==> config.mk <==
export PLATFORM = sky130hd
export DESIGN_NAME = spi_bus_monitor
export DESIGN_NICKNAME = d
export VERILOG_FILES = /design/src/rtl/spi_bus_monitor.sv
export SDC_FILE = /design/constraint.sdc
export NUM_CORES = 1
export LEC_CHECK = 0
export BUFFER_PORTS_ARGS = -buffer_cell sky130_fd_sc_hd__buf_2
export CORE_AREA = 2 2 94 96
export CTS_CLUSTER_DIAMETER = 200
export DETAILED_ROUTE_END_ITERATION = 6
export DIE_AREA = 0 0 96 98
export MAX_ROUTING_LAYER = met4
export PLACE_DENSITY = 0.74
export SKIP_LAST_GASP = 1
export SYNTH_ARGS = -nofsm -noshare
export SYNTH_HDL_FRONTEND = slang
export SYNTH_SLANG_ARGS = --single-unit
export TNS_END_PERCENT = 10
==> constraint.sdc <==
create_clock -name clk -period 2.57 [get_ports clk]
set_input_delay 0.3855 -clock clk [delete_from_list [all_inputs] [get_ports clk]]
set_output_delay 0.3855 -clock clk [all_outputs]
set_load 0.005 [all_outputs]
==> src/rtl/spi_bus_monitor.sv <==
// Passive SPI bus observer: captures mosi and miso frames without driving the bus,
// and reports complete frames, truncated frames and overruns.
module spi_bus_monitor #(
   parameter int SPI_MAX_WIDTH_LOG = 4
) (
   input  logic                              clk,
   input  logic                              rst,
   input  logic                              sck,
   input  logic                              cs,
   input  logic                              mosi,
   input  logic                              miso,
   input  logic                              config_req,
   input  logic [SPI_MAX_WIDTH_LOG+1:0]      config_data,
   output logic                              busy,
   output logic                              frame_valid,
   output logic [(2**SPI_MAX_WIDTH_LOG)-1:0] mosi_data,
   output logic [(2**SPI_MAX_WIDTH_LOG)-1:0] miso_data,
   output logic                              frame_error,
   output logic                              overrun,
   output logic [15:0]                       frame_cnt
);

   localparam int W = 2**SPI_MAX_WIDTH_LOG;

   typedef enum logic [1:0] {IDLE, ACTIVE, HOLD} state_t;

   state_t                       state;
   logic                         sck_s1, sck_s2, sck_s3;
   logic                         cs_s1, cs_s2, cs_s3;
   logic                         mosi_s1, mosi_s2;
   logic                         miso_s1, miso_s2;
   logic [SPI_MAX_WIDTH_LOG-1:0] cfg_len;
   logic                         cfg_fall_edge;
   logic                         cfg_lsb_first;
   logic [SPI_MAX_WIDTH_LOG-1:0] bit_cnt;
   logic [W-1:0]                 mosi_shift, miso_shift;
   logic [W-1:0]                 mosi_next, miso_next;
   logic                         sck_rise, sck_fall, cs_rise, cs_fall;
   logic                         sample_edge, last_bit;

   // Synchronisers reset to 0, so a cs held low across reset never looks like a fall.
   always_ff @(posedge clk) begin
      if (rst) begin
         sck_s1 <= 1'b0; sck_s2 <= 1'b0; sck_s3 <= 1'b0;
         cs_s1 <= 1'b0; cs_s2 <= 1'b0; cs_s3 <= 1'b0;
         mosi_s1 <= 1'b0; mosi_s2 <= 1'b0;
         miso_s1 <= 1'b0; miso_s2 <= 1'b0;
      end else begin
         sck_s1 <= sck; sck_s2 <= sck_s1; sck_s3 <= sck_s2;
         cs_s1 <= cs; cs_s2 <= cs_s1; cs_s3 <= cs_s2;
         mosi_s1 <= mosi; mosi_s2 <= mosi_s1;
         miso_s1 <= miso; miso_s2 <= miso_s1;
      end
   end

   assign sck_rise    = sck_s2 & ~sck_s3;
   assign sck_fall    = ~sck_s2 & sck_s3;
   assign cs_rise     = cs_s2 & ~cs_s3;
   assign cs_fall     = ~cs_s2 & cs_s3;
   assign sample_edge = cfg_fall_edge ? sck_fall : sck_rise;
   assign last_bit    = (bit_cnt == cfg_len);

   always_comb begin
      mosi_next = mosi_shift;
      miso_next = miso_shift;
      if (cfg_lsb_first) begin
         mosi_next[bit_cnt] = mosi_s2;
         miso_next[bit_cnt] = miso_s2;
      end else begin
         mosi_next = {mosi_shift[W-2:0], mosi_s2};
         miso_next = {miso_shift[W-2:0], miso_s2};
      end
   end

   // A cs rise on the same cycle as the final sample edge completes the frame.
   always_ff @(posedge clk) begin
      if (rst) begin
         state         <= IDLE;
         cfg_len       <= '1;
         cfg_fall_edge <= 1'b0;
         cfg_lsb_first <= 1'b0;
         bit_cnt       <= '0;
         mosi_shift    <= '0;
         miso_shift    <= '0;
         busy          <= 1'b0;
         frame_valid   <= 1'b0;
         frame_error   <= 1'b0;
         overrun       <= 1'b0;
         mosi_data     <= '0;
         miso_data     <= '0;
         frame_cnt     <= '0;
      end else begin
         frame_valid <= 1'b0;
         frame_error <= 1'b0;
         case (state)
            IDLE: begin
               if (config_req) begin
                  cfg_len       <= config_data[SPI_MAX_WIDTH_LOG-1:0];
                  cfg_fall_edge <= config_data[SPI_MAX_WIDTH_LOG];
                  cfg_lsb_first <= config_data[SPI_MAX_WIDTH_LOG+1];
               end
               if (cs_fall) begin
                  state      <= ACTIVE;
                  busy       <= 1'b1;
                  bit_cnt    <= '0;
                  mosi_shift <= '0;
                  miso_shift <= '0;
                  overrun    <= 1'b0;
               end
            end
            ACTIVE: begin
               if (sample_edge && last_bit) begin
                  mosi_shift  <= mosi_next;
                  miso_shift  <= miso_next;
                  mosi_data   <= mosi_next;
                  miso_data   <= miso_next;
                  frame_valid <= 1'b1;
                  frame_cnt   <= frame_cnt + 16'd1;
                  if (cs_rise) begin
                     state <= IDLE;
                     busy  <= 1'b0;
                  end else begin
                     state <= HOLD;
                  end
               end else if (cs_rise) begin
                  state       <= IDLE;
                  busy        <= 1'b0;
                  frame_error <= 1'b1;
               end else if (sample_edge) begin
                  mosi_shift <= mosi_next;
                  miso_shift <= miso_next;
                  bit_cnt    <= bit_cnt + 1'b1;
               end
            end
            HOLD: begin
               if (sample_edge) begin
                  overrun <= 1'b1;
               end
               if (cs_rise) begin
                  state <= IDLE;
                  busy  <= 1'b0;
               end
            end
            default: begin
               state <= IDLE;
               busy  <= 1'b0;
            end
         endcase
      end
   end

endmodule
# ---- Word level (Yosys, flattened, before mapping)
# Index checks and enable logic that the tools add are counted.
dict set report totals {
  regBits 106
  inputBits 13
  out_inout_bits 52
}
dict set report classes {
  n_addsub 2
  n_lt_le_gt_ge 2
  n_eq_ne 11
  n_mux 34
  bitwise 9
  n_reduce_logical 14
}
# op n
set ops {}
lappend ops {{$mux 16} 9}
lappend ops {{$pmux 16 s2} 2}
lappend ops {{$bwmux 16} 2}
lappend ops {{$add 16x1->16 const B} 1}
lappend ops {{$mux 4} 4}
lappend ops {{$ne 2x2->1 const B} 5}
lappend ops {{$mux 1} 8}
lappend ops {{$mux 2} 4}
lappend ops {{$pmux 4 s2} 1}
lappend ops {{$ne 3x3->1 const B} 2}
lappend ops {{$pmux 2 s3} 1}
lappend ops {{$reduce_and 2->1} 3}
lappend ops {{$lt 4x5->1 const B} 1}
lappend ops {{$not 1->1} 5}
lappend ops {{$reduce_and 5->1} 1}
lappend ops {{$add 4x1->4 const B} 1}
lappend ops {{$and 1x1->1} 4}
lappend ops {{$demux 1 s4} 1}
lappend ops {{$eq 4x4->1} 1}
lappend ops {{$ge 4x1->1 const B} 1}
lappend ops {{$pmux 1 s2} 2}
lappend ops {{$reduce_and 4->1} 1}
lappend ops {{$reduce_bool 2->1} 2}
lappend ops {{$reduce_or 2->1} 2}
lappend ops {{other kinds (7)} 8}

# ---- Logic depth before layout (Yosys ltp)
dict set report depth {
  depth_word 10
  ltp_mapped 9
}

# ---- Worst setup path before layout
# Ideal clock, no wire load.
dict set report synth_timing {
  path_type {register to register}
  from {register state[0]}
  to {register frame_cnt[15]}
  setup_time_ns 0.070
  t_arrival_ns 2.198
  t_required_ns 2.500
  setup_slack_ns 0.302
  path_stages_with_launch 9
  period_less_slack_ns 2.268
  cell_sequence {dfxtp_1 ha_1 clkbuf_1 inv_1 a21o_1 or4_1 buf_2 or3_1 a21oi_1}
}
dict set report synth_via {
  elab_chain_len 2
}
# element line_no
set synth_lines {}
lappend synth_lines {{from (decl)} 27} ;# state_t state;
lappend synth_lines {{from (signal assigned)} 78} ;# state <= IDLE;
lappend synth_lines {{from (signal assigned)} 103} ;# state <= ACTIVE;
lappend synth_lines {{from (signal assigned)} 120} ;# state <= IDLE;
lappend synth_lines {{$eq 2x1->1} 95} ;# case (state)
lappend synth_lines {{$reduce_and 2->1 (no line)} n/a}
lappend synth_lines {{to (signal assigned)} 118} ;# frame_cnt <= frame_cnt + 16'd1;
lappend synth_lines {{to (decl)} 20} ;# output logic [15:0] frame_cnt
# No other way between the ends.
# A chain may end at the register's enable or synchronous reset.

# ---- Worst setup path in the final report
dict set report layout_timing {
  from {register sck_s2}
  to {register frame_cnt[15]}
}
dict set report layout_via {
  elab_chain_len 5
}
# element line_no
set layout_lines {}
lappend layout_lines {{from (decl)} 28} ;# logic sck_s1, sck_s2, sck_s3;
lappend layout_lines {{from (signal assigned)} 49} ;# sck_s1 <= sck; sck_s2 <= sck_s1; sck_s3 <= sck_s2;
lappend layout_lines {{$not 1->1} 57} ;# assign sck_fall = ~sck_s2 & sck_s3;
lappend layout_lines {{$and 1x1->1} 57}
lappend layout_lines {{$mux 1 (*)} 60} ;# assign sample_edge = cfg_fall_edge ? sck_fall : sck_rise;
lappend layout_lines {{$logic_and 1x1->1 (*)} 112} ;# if (sample_edge && last_bit) begin
lappend layout_lines {{$reduce_and 2->1 (no line) (*)} n/a}
# Every way passes the cells marked *; elsewhere a longest branch is shown, timed or not.

==> metrics <==
Slew Limit Fails 0; number of buffers created by CTS 9; kind of end point of the critical path register; Top Usage Layer GRT met2; Pre-antenna DRT Iters 4; relative slew slack 61.6%; Post-Route WL 9970 um; Total Routing Usage GR between 20% and 30%; Via density between 5 and 6; Fin Clk Skew 0.0123 ns; IO Port Bufs between 60 and 70; number of global-route vias before repair between 3,000 and 4,000; peak supply drop slightly above 0.4 mV; outcome completed; Die H a little under 100 um; CTS Root Cell clkbuf_8; cells after synthesis 548; post-route minimum period 2.28 ns; Seq/Total Area, Yosys between 40% and 50%; Final setup viols 0; Starting Density a little under three fifths; Die X 96 um; setup TNS 0 ns; peak per-stage delay on the critical path 0.68 ns; top_reg_cell synth dfxtp_1; post-route ant nets 0; Max-Cap Viols 0; Post-DP HPWL 6880 um; hold buffers post-CTS 0; mean area per synthesized cell 8.51 um2; synth-to-layout area growth 14.0%; Crit path required time 2.88 ns; fin crit share between 80 and 90%; register bit total from synthesis between 100 and 150; Layout Nets 622; largest net degree at the start of global routing 44; cell leakage power 2.20 nW; antenna violations before repair 0; Worst-Margin Slew roughly 0.58 ns; min-delay worst type in2reg; Worst EP arrival between 2 and 3 ns; pwr dens 558 nW/um2; CTS sink cnt approximately 110; startpoint types register; RSZ-0062 raised after global routing false; DRC Markers 0; Power Total approximately 3.0 mW; H-tree levels 3; syn nets between 500 and 600; row count 34; gr ovfl total 0; WL/cell between 10 and 15 um; routing usage on met1 between 20% and 30%; layout cells sized above 1 between 15 and 20%; antenna cells 0; commonest non-fill, non-tap cell in the layout dfxtp_1; Peak Freq 0.439 GHz; CP max-delay cell or4_1; Clk Latency, worst-skew pair around 0.37 ns; Final Hold Fails 0; DRT iter0 DRCs 198; Clock Path Buffers 2; total number of vias 3,954; CP Class reg2reg; Post-synth EDFFs 0; GPL Wtd Cong 0.797; die area 9410 um2; FFs w/ async S/R, synth 0%; # IOs between 60 and 70; CP Max Fanout 9; met2 GRT Util around 37%; setup bufs post-CTS 0; met3 usage about 5.9%; synthesized area around 4700 um2; post-CTS sizing 0; CTS tree done; yosys warns 0; CP cell instances or3b_4 > a21o_1 > or4_1 > or3_1 > a21oi_1; most frequent cells in the layout 106 x dfxtp_1, 83 x a21oi_1, 79 x nand2_1; Synth cell types 40; first-pass GRT wire length 16,700 um; final core utilization between 60% and 70%; core footprint around 8500 um2; CTS clk-pin slew, worst paths around 0.1 ns
-- layout make-up --
class | count | area (um2)
fillers | 744 | 3150
multi-input cells | 393 | 2360
flip-flops and latches | 106 | 2120
repair buffers | 79 | 445
clock buffers | 11 | 151
well taps | 108 | 135
clock inverters | 5 | 60.1
inverters | 11 | 41.3
-- registers in the layout (all words and copies together), names as in the netlist, 2 cells and up --
name and flops:
frame_cnt 16, miso_data 16, miso_shift 16, mosi_data 16
mosi_shift 16, bit_cnt 4, cfg_len 4, state 2
-- power breakdown --
group          switching [mW]  leakage, nW  internal, mW
Sequential             0.0198        0.857          1.66
Combinational           0.134         1.24        0.0740
Clock                   0.568        0.106         0.509
-- cells by family (layout without fill, tap and decap cells) --
kind of cell             after synthesis  in the layout  share of synthesized area (%)
AO/OA/AOI/OAI                        139            139                           18.3
buffers and inverters                 49            106                           4.00
AND/OR/NAND/NOR                      200            200                           20.3
XOR/XNOR                              12             12                           2.25
flip-flops                           106            106                           45.5
adder cells (fa/ha/maj)                9              9                           2.42
multiplexers                          33             33                           7.14
-- worst paths after layout --
| path | endpoint | slack, ns | startpoint | cells past startpoint |
|---|---|---|---|---|
| worst max-delay path | frame_cnt[15] | 0.29 | sck_s2 | 5 |
| worst min-delay path | cs_s1 | 0.22 | cs | 2 |
| worst max register to register | frame_cnt[15] | 0.29 | sck_s2 | 5 |
| worst min register to register | sck_s2 | 0.45 | sck_s1 | 1 |
-- synthesized netlist by cell type, types with 11 or more instances --
master	count	area [um2]
dfxtp_1	106	2120
a21oi_1	83	415
nand2_1	79	297
nor2_1	45	169
clkbuf_1	34	128
mux2i_1	31	310
a22o_1	30	263
nand3_1	15	75.1
o21ai_0	12	60.1
xnor2_1	12	105
inv_1	11	41.3
or3_1	11	68.8
-- worst max-delay path, delay by kind of cell (launching register included) --
| family | cells | cell delay, ns |
|---|---|---|
| AOI/OAI and AO/OA | 2 | 0.40 |
| DFF | 1 | 0.35 |
| and+or+nand+nor | 3 | 1.48 |
-- layer usage --
layer / vias up / routed length [um]
li1: 2007 / -
met1: 1874 / 4530
met2: 63 / 5030
met3: 10 / 326
met4: 0 / 88
met5: - / 0
-- through the flow --
stage | setup slack (ns) | cells | hold WS (ns) | area (um2)
after floorplan | 0.302 | 548 | 0.414 | 4660
after global placement | 0.360 | 697 | 0.419 | 5100
after detailed placement | 0.313 | 697 | 0.425 | 5100
after CTS | 0.284 | 713 | 0.201 | 5320
after global routing | 0.183 | 713 | 0.203 | 5320
final | 0.290 | 713 | 0.219 | 5320
Note: power is estimated with default switching activity, not from simulation.
